[src/rtl/uparc_rf_wb_ctrl_pkg.sv]
// Shared constants and helpers for the register-file write-back controller.
package uparc_rf_wb_ctrl_pkg;

  localparam int WB_NREQ    = 3;
  localparam int RF_REGNO_W = 5;
  localparam int RF_REG_W   = 32;
  localparam int NGPR       = 32;

  typedef enum logic [1:0] {
    WB_ALU = 2'd0,
    WB_LSU = 2'd1,
    WB_MDU = 2'd2
  } wb_src_e;

  // One-hot scoreboard mask for a register number; R0 never owns a bit.
  function automatic logic [NGPR-1:0] reg_mask(input logic [RF_REGNO_W-1:0] regno);
    logic [NGPR-1:0] one;
    one = {{(NGPR-1){1'b0}}, 1'b1};
    return (one << regno) & ~one;
  endfunction

endpackage

[src/rtl/uparc_rf_wb_ctrl_if.sv]
// Bundle of issue, hazard-query, write-back request and register-file write signals.
interface uparc_rf_wb_ctrl_if
  import uparc_rf_wb_ctrl_pkg::*;
#(
  parameter int NREQ    = WB_NREQ,
  parameter int REGNO_W = RF_REGNO_W,
  parameter int REG_W   = RF_REG_W
);

  logic                    iss_valid;
  logic [REGNO_W-1:0]      iss_rd;
  logic [REGNO_W-1:0]      q_rs;
  logic [REGNO_W-1:0]      q_rt;
  logic                    q_rs_busy;
  logic                    q_rt_busy;
  logic [NREQ-1:0]         wb_req;
  logic [NREQ*REGNO_W-1:0] wb_rd;
  logic [NREQ*REG_W-1:0]   wb_data;
  logic [NREQ-1:0]         wb_gnt;
  logic [REGNO_W-1:0]      rf_rd;
  logic [REG_W-1:0]        rf_rd_data;
  logic [NGPR-1:0]         busy_vec;
  logic                    sb_err;

  modport master (
    output iss_valid, iss_rd, q_rs, q_rt, wb_req, wb_rd, wb_data,
    input  q_rs_busy, q_rt_busy, wb_gnt, rf_rd, rf_rd_data, busy_vec, sb_err
  );

  modport slave (
    input  iss_valid, iss_rd, q_rs, q_rt, wb_req, wb_rd, wb_data,
    output q_rs_busy, q_rt_busy, wb_gnt, rf_rd, rf_rd_data, busy_vec, sb_err
  );

endinterface

[src/rtl/uparc_rf_wb_ctrl_rr_arbiter.sv]
// Round-robin arbiter: combinational one-hot grant, pointer moves past the winner.
module uparc_rr_arbiter #(
  parameter int NREQ = 3
) (
  input  logic            clk,
  input  logic            nrst,
  input  logic [NREQ-1:0] req,
  output logic [NREQ-1:0] gnt
);

  localparam int PTR_W = (NREQ > 1) ? $clog2(NREQ) : 1;

  logic [PTR_W-1:0] ptr_r;
  logic [PTR_W-1:0] idx_s;
  logic [PTR_W-1:0] win_s;
  logic             found_s;

  // Scan from the pointer for the first active request.
  always_comb begin
    gnt     = '0;
    win_s   = ptr_r;
    idx_s   = ptr_r;
    found_s = 1'b0;
    for (int k = 0; k < NREQ; k++) begin
      idx_s = PTR_W'((int'(ptr_r) + k) % NREQ);
      if (!found_s && req[idx_s]) begin
        gnt[idx_s] = 1'b1;
        win_s      = idx_s;
        found_s    = 1'b1;
      end else begin
        found_s = found_s;
      end
    end
  end

  // Winner becomes lowest priority; pointer holds when nothing is granted.
  always_ff @(posedge clk) begin
    if (!nrst) begin
      ptr_r <= '0;
    end else if (found_s) begin
      ptr_r <= (win_s == PTR_W'(NREQ - 1)) ? '0 : win_s + PTR_W'(1);
    end else begin
      ptr_r <= ptr_r;
    end
  end

endmodule

[src/rtl/uparc_rf_wb_ctrl.sv]
// Register-file write-back controller: shares the single write port between
// execute units and tracks pending destination registers for hazard checks.
module uparc_rf_wb_ctrl
  import uparc_rf_wb_ctrl_pkg::*;
#(
  parameter int NREQ    = WB_NREQ,
  parameter int REGNO_W = RF_REGNO_W,
  parameter int REG_W   = RF_REG_W
) (
  input logic               clk,
  input logic               nrst,
  uparc_rf_wb_ctrl_if.slave bus
);

  logic [NREQ-1:0]    gnt_s;
  logic               gnt_any_s;
  logic [REGNO_W-1:0] sel_rd_s;
  logic [REG_W-1:0]   sel_data_s;
  logic [NGPR-1:0]    set_mask_s;
  logic [NGPR-1:0]    clr_mask_s;
  logic [NGPR-1:0]    busy_nxt_s;
  logic               wb_err_s;

  logic [REGNO_W-1:0] rf_rd_r;
  logic [REG_W-1:0]   rf_data_r;
  logic [NGPR-1:0]    busy_r;
  logic               sb_err_r;

  uparc_rr_arbiter #(.NREQ(NREQ)) u_arb (
    .clk  (clk),
    .nrst (nrst),
    .req  (bus.wb_req),
    .gnt  (gnt_s)
  );

  // One-hot AND-OR mux of the granted requester's payload.
  always_comb begin
    sel_rd_s   = '0;
    sel_data_s = '0;
    for (int i = 0; i < NREQ; i++) begin
      sel_rd_s   = sel_rd_s   | ({REGNO_W{gnt_s[i]}} & bus.wb_rd[i*REGNO_W +: REGNO_W]);
      sel_data_s = sel_data_s | ({REG_W{gnt_s[i]}}   & bus.wb_data[i*REG_W +: REG_W]);
    end
  end

  assign gnt_any_s  = |gnt_s;
  // A fresh issue to the register being written now keeps its busy bit.
  assign set_mask_s = bus.iss_valid ? reg_mask(bus.iss_rd) : '0;
  assign clr_mask_s = reg_mask(rf_rd_r);
  assign busy_nxt_s = set_mask_s | (busy_r & ~clr_mask_s);
  assign wb_err_s   = gnt_any_s & (sel_rd_s != '0) & ~busy_r[sel_rd_s];

  // Output stage, scoreboard and sticky error flag.
  always_ff @(posedge clk) begin
    if (!nrst) begin
      rf_rd_r   <= '0;
      rf_data_r <= '0;
      busy_r    <= '0;
      sb_err_r  <= 1'b0;
    end else begin
      busy_r   <= busy_nxt_s;
      sb_err_r <= sb_err_r | wb_err_s;
      if (gnt_any_s) begin
        rf_rd_r   <= sel_rd_s;
        rf_data_r <= sel_data_s;
      end else begin
        rf_rd_r   <= '0;
        rf_data_r <= rf_data_r;
      end
    end
  end

  // The register being written this cycle is covered by the file's read bypass.
  assign bus.q_rs_busy  = busy_r[bus.q_rs] & (rf_rd_r != bus.q_rs);
  assign bus.q_rt_busy  = busy_r[bus.q_rt] & (rf_rd_r != bus.q_rt);
  assign bus.wb_gnt     = gnt_s;
  assign bus.rf_rd      = rf_rd_r;
  assign bus.rf_rd_data = rf_data_r;
  assign bus.busy_vec   = busy_r;
  assign bus.sb_err     = sb_err_r;

endmodule
[src/flat_wrapper.sv]
// flat-port wrapper written by rule: the top's interface ports become plain ports
module uparc_rf_wb_ctrl_flat import uparc_rf_wb_ctrl_pkg::*;
#(
  parameter int NREQ    = WB_NREQ,
  parameter int REGNO_W = RF_REGNO_W,
  parameter int REG_W   = RF_REG_W
)
  (clk, nrst, bus_iss_valid, bus_iss_rd, bus_q_rs, bus_q_rt, bus_wb_req, bus_wb_rd, bus_wb_data, bus_q_rs_busy, bus_q_rt_busy, bus_wb_gnt, bus_rf_rd, bus_rf_rd_data, bus_busy_vec, bus_sb_err);
  uparc_rf_wb_ctrl_if #(.NREQ(NREQ), .REGNO_W(REGNO_W), .REG_W(REG_W)) bus_i ();
  input logic clk;
  input logic nrst;
  input wire logic [$bits(bus_i.iss_valid)-1:0] bus_iss_valid;
  input wire logic [$bits(bus_i.iss_rd)-1:0] bus_iss_rd;
  input wire logic [$bits(bus_i.q_rs)-1:0] bus_q_rs;
  input wire logic [$bits(bus_i.q_rt)-1:0] bus_q_rt;
  input wire logic [$bits(bus_i.wb_req)-1:0] bus_wb_req;
  input wire logic [$bits(bus_i.wb_rd)-1:0] bus_wb_rd;
  input wire logic [$bits(bus_i.wb_data)-1:0] bus_wb_data;
  output wire logic [$bits(bus_i.q_rs_busy)-1:0] bus_q_rs_busy;
  output wire logic [$bits(bus_i.q_rt_busy)-1:0] bus_q_rt_busy;
  output wire logic [$bits(bus_i.wb_gnt)-1:0] bus_wb_gnt;
  output wire logic [$bits(bus_i.rf_rd)-1:0] bus_rf_rd;
  output wire logic [$bits(bus_i.rf_rd_data)-1:0] bus_rf_rd_data;
  output wire logic [$bits(bus_i.busy_vec)-1:0] bus_busy_vec;
  output wire logic [$bits(bus_i.sb_err)-1:0] bus_sb_err;
  assign bus_i.iss_valid = bus_iss_valid;
  assign bus_i.iss_rd = bus_iss_rd;
  assign bus_i.q_rs = bus_q_rs;
  assign bus_i.q_rt = bus_q_rt;
  assign bus_i.wb_req = bus_wb_req;
  assign bus_i.wb_rd = bus_wb_rd;
  assign bus_i.wb_data = bus_wb_data;
  assign bus_q_rs_busy = bus_i.q_rs_busy;
  assign bus_q_rt_busy = bus_i.q_rt_busy;
  assign bus_wb_gnt = bus_i.wb_gnt;
  assign bus_rf_rd = bus_i.rf_rd;
  assign bus_rf_rd_data = bus_i.rf_rd_data;
  assign bus_busy_vec = bus_i.busy_vec;
  assign bus_sb_err = bus_i.sb_err;
  uparc_rf_wb_ctrl #(.NREQ(NREQ), .REGNO_W(REGNO_W), .REG_W(REG_W)) u_core (.clk(clk), .nrst(nrst), .bus(bus_i));
endmodule
[config.mk]
export PLATFORM = sky130hd
export DESIGN_NAME = uparc_rf_wb_ctrl_flat
export DESIGN_NICKNAME = d
export VERILOG_FILES = /design/src/rtl/uparc_rf_wb_ctrl_pkg.sv /design/src/rtl/uparc_rf_wb_ctrl_if.sv /design/src/rtl/uparc_rf_wb_ctrl_rr_arbiter.sv /design/src/rtl/uparc_rf_wb_ctrl.sv /design/src/flat_wrapper.sv
export SDC_FILE = /design/constraint.sdc
export NUM_CORES = 1
export LEC_CHECK = 0
export CORE_ASPECT_RATIO = 1.25
export CORE_MARGIN = 1
export CORE_UTILIZATION = 40
export DETAILED_ROUTE_END_ITERATION = 6
export PLACE_DENSITY = 0.79
export SLEW_MARGIN = 40
export SYNTH_ARGS = -nofsm -noshare
export SYNTH_HDL_FRONTEND = slang
export SYNTH_HIERARCHICAL = 1
export SYNTH_SLANG_ARGS = --single-unit
[constraint.sdc]
create_clock -name clk -period 4.6 [get_ports clk]
set_clock_uncertainty 0.1 [all_clocks]
set_input_delay 0.46 -clock clk [delete_from_list [all_inputs] [get_ports clk]]
set_output_delay 0.46 -clock clk [all_outputs]
set_load 0.01 [all_outputs]
==> results.txt <==
- Nature of the critical path endpoint: flip-flop
- Layout cell share with drive strength beyond 1: 8.46%
- Maximum number of buffers from clock root to sink: 2
- Number of hold buffers added after CTS: 0
- Internal power comes to approximately 1.9 mW.
* TritonCTS clock tree: yes
- Clock-pin slew was measured on the worst setup and hold paths at about 0.05 ns.
- CTS-repair resized insts: 0
- At the worst endpoint, the required time is about 4.7 ns.
- Buf+Inv Stages, Crit Path: 3
- Synthesis-to-layout area growth: 55.4%
* Vias post-DR: 4701
- In the layout the commonest cells are 204 x sky130_fd_sc_hd__clkdlybuf4s50_1, 75 x sky130_fd_sc_hd__nand2_1, 71 x sky130_fd_sc_hd__dfxtp_1.
* Slew at the pin closest to its max-slew limit: about 0.75 ns
* Number of buffers inserted during clock tree synthesis: 9
* Slowest stage cell on the critical path: sky130_fd_sc_hd__ha_1
- Vias per Instance: just under 6
* Share of the synthesized area in the top cell type: around 33%
* Setup slack on the worst flop-to-flop path: about 0.77 ns
* Fraction of power consumed by sequential logic: a little over a quarter
- Stage delay of the slowest cell on the critical path: 0.48 ns
- Count of mapped cells out of synthesis: 472
- Placed cells: 777
- Count of port buffers added during placement: a little over 200
* Final period util: 83.2%
- Derived from the worst setup path, the maximum achievable clock frequency is 261 MHz.
- Proportion of total power due to net switching: approximately two fifths
- In this run, synthesis produced a sequential element count of 71.
* Clock Tree Root: sky130_fd_sc_hd__clkbuf_16
* Final-layout fill cell count: between 800 and 900
- Number of DRC markers in iteration 0: approximately 470
- GRT overflow: 0
- Num Clock Sinks: 71
- Placement-stage worst setup slack: 0.762 ns
- The number of hold violations in the final report came to 0.
* Worst Path Class, Setup: reg -> reg
- DR pass1 iterations: 6
- The detail route stage leaves a number of antenna-violating nets equal to 0.
- Routed Wire Length: roughly 15000 um
- Crit-path max FO: 22
- The final number of max-transition violations is 0.
* Horiz. Die Dim: ~95 um
- The congestion estimate from routability-driven global placement came to 0.942.
- The initial antenna violation count is 0.
* Worst-path cell chain: inv_1 -> ha_1 -> and3b_1 -> o21bai_4 -> mux2i_1 -> a31o_2 -> a32o_1 -> buf_4 -> a222oi_1 -> buf_4 -> a21oi_1 -> a221oi_1 -> a211oi_2 -> a21oi_1 -> o32ai_2
* Max-slew headroom at the worst pin: roughly half
- Each instance of the synthesized netlist takes up on average ~9.1 um^2.
- VDD sags by at most 0.000326 V.
* Min Clock Period, post-route: about 3.8 ns
* HPWL after detailed placement: approximately 12000 um
- Excluding fillers, the count of instances in the completed layout stands at 791.
- In the final design database the tool counted 795 nets.
- For this run, design rule violations remaining after detail routing come to 0.
- Share of total power in combinational logic: 53.0%
- Summed over all nets, the switching power comes to approximately 1.2 mW.
- Of all flip-flops after synthesis, the portion carrying an async set or reset was 0%.
* Cell taking the most area after synthesis: sky130_fd_sc_hd__dfxtp_1
- STA classifies the critical path startpoint as a flip-flop.
- The path class of the tightest hold or removal check is reg -> reg.
* Number of nets in the synthesized netlist: ~610
- Setup violators final: 0
- The run finished with clean final reports.
- Post-Place Cell Area: about 0.0064 mm^2
- The clock reaches the later pin of the worst-skew pair after 0.32 ns.
- Number of top-level pins: a little over 200
* Largest net degree at the start of global routing: 68
* Number of distinct library cells after synthesis: 56
* Portion of the post-synthesis area used by sequential elements: between 30% and 40%
* Global-route wire length before repair: ~23000 um
- Cell types occupying the most area after synthesis: sky130_fd_sc_hd__dfxtp_1 33%, sky130_fd_sc_hd__a21boi_0 11%, sky130_fd_sc_hd__mux4_2 9.4%, sky130_fd_sc_hd__a222oi_1 8.6%, sky130_fd_sc_hd__nand2_1 6.6%
* Die Area: between 0.01 and 0.015 mm^2
* Arrival time of the worst setup path: 3.90 ns
- The die is 118 um tall.
* Number of post-CTS setup repair buffers: 0
* Pleak: roughly 2.3 nW
- Initial core utilization: a little over two fifths
- Among all flip-flop cells after synthesis, the most frequent one is sky130_fd_sc_hd__dfxtp_1.
- The number of global-route vias before repair came to 4462.
- Grouping stages by cell kind, the critical path spends the most delay in compound AO/OA/AOI/OAI gates.
* Core Box Area: about 0.01 mm^2
* Worst hold-check slack: 0.360 ns
- Synth warnings: 6
- The mapped netlist covers roughly 0.0043 mm^2.
- Global routing used between 20% and 30% of the available tracks across all layers.
* Maximum level of the CTS H-tree: 3
* Count of flip-flops with a built-in enable after synthesis: 0
* RSZ-0062 raised after global routing: no
* Final instance area: about 0.0067 mm^2
- Most common library cell in the layout ignoring fill and taps: sky130_fd_sc_hd__clkdlybuf4s50_1
* Total Negative Setup Slacks: 0 ns
- PwrDens: about 470 mW/mm^2
* Detailed-route wire length per cell: 19.4 um
- Rows: 41
* Fraction of power consumed by the clock network: 19.9%
* Fin worst setup slack: just under 0.8 ns
* Max-capacitance violation count: 0
- The number of antenna diodes in the final layout is 0.
-- cells by family after synthesis --
logic type / synth area share, %
flip-flops: 33.1
XOR/XNOR: 2.04
AO/OA/AOI/OAI: 30.3
AND/OR/NAND/NOR: 14.8
adder cells (fa/ha/maj): 1.16
multiplexers: 13.9
buffers and inverters: 4.66
other: 0.0873
-- final timing paths --
kind                                                         endpoint  cells after the start                                   from
worst min-delay path            u_core/bus.rf_rd_data[3]$_SDFFE_PN0P_                      2  u_core/bus.rf_rd_data[3]$_SDFFE_PN0P_
worst max register to register           u_core/bus.sb_err$_SDFF_PN0_                     15     u_core/u_arb/ptr_r[0]$_SDFFE_PN0P_
worst max-delay path                     u_core/bus.sb_err$_SDFF_PN0_                     15     u_core/u_arb/ptr_r[0]$_SDFFE_PN0P_
worst min register to register  u_core/bus.rf_rd_data[3]$_SDFFE_PN0P_                      2  u_core/bus.rf_rd_data[3]$_SDFFE_PN0P_
-- cell usage after synthesis (all sizes together), types with 3 or more instances --
cell	count
nand2	75
dfxtp	71
a21boi	64
a222oi	37
o21ai	37
clkbuf	26
mux4	18
mux2i	17
nor2	17
buf	13
nand2b	11
a21oi	9
nor3	9
xor2	6
inv	5
nor2b	5
ha	4
nand3b	4
xnor2	4
a221oi	3
a31oi	3
or3b	3
-- registers in the layout, indices dropped and copies added, names as in the netlist --
signal / count
u_core/bus.rf_rd_data: 32
u_core/bus.busy_vec: 31
u_core/u_arb/ptr_r: 2
u_core/bus.rf_rd: 5
u_core/bus.sb_err: 1
-- power groups by stage --
stage / Clock (mW) / Combinational (mW) / Sequential (mW)
CTS: 0.638 / 1.65 / 0.846
global placement: 0 / 1.61 / 0.851
global route: 0.666 / 1.80 / 0.862
floorplan: 0 / 0.975 / 0.882
detailed placement: 0 / 1.65 / 0.858
finish: 0.621 / 1.66 / 0.849
-- per-layer routing --
| metal | wire length, um | GRT usage, % | up-vias |
|---|---|---|---|
| met2 | 7570 | 45.5 | 280 |
| met1 | 5970 | 33.6 | 2200 |
| li1 | - | - | 2175 |
| met4 | 547 | 11.6 | 0 |
| met3 | 1300 | 4.97 | 46 |
| met5 | 0 | 0 | - |
-- through the flow --
| stage | utilization, % | power (mW) |
|---|---|---|
| after floorplan | - | 1.86 |
| after global routing | 65.1 | 3.32 |
| after global placement | 62.5 | 2.46 |
| after detailed placement | 62.5 | 2.51 |
| final | 65.1 | 3.12 |
| after CTS | 65.1 | 3.14 |
-- worst min-delay path: cells and delay by family (launching register included) --
kind,cells,cell delay [ns]
compound gates,1,0.06
flops,1,0.30
simple gates,1,0.04
-- layout make-up --
cell class / instances / area [um^2] / share of cell area [%]
timing repair buffer: 215 / 2120 / 31.8
inverter: 5 / 18.8 / 0.281
tap: 129 / 161 / 2.42
clock buffer: 13 / 260 / 3.90
clock inverter: 1 / 5.00 / 0.0749
multi-input combinational: 357 / 2690 / 40.2
sequential: 71 / 1420 / 21.3
(Power assumes the default switching activity.)
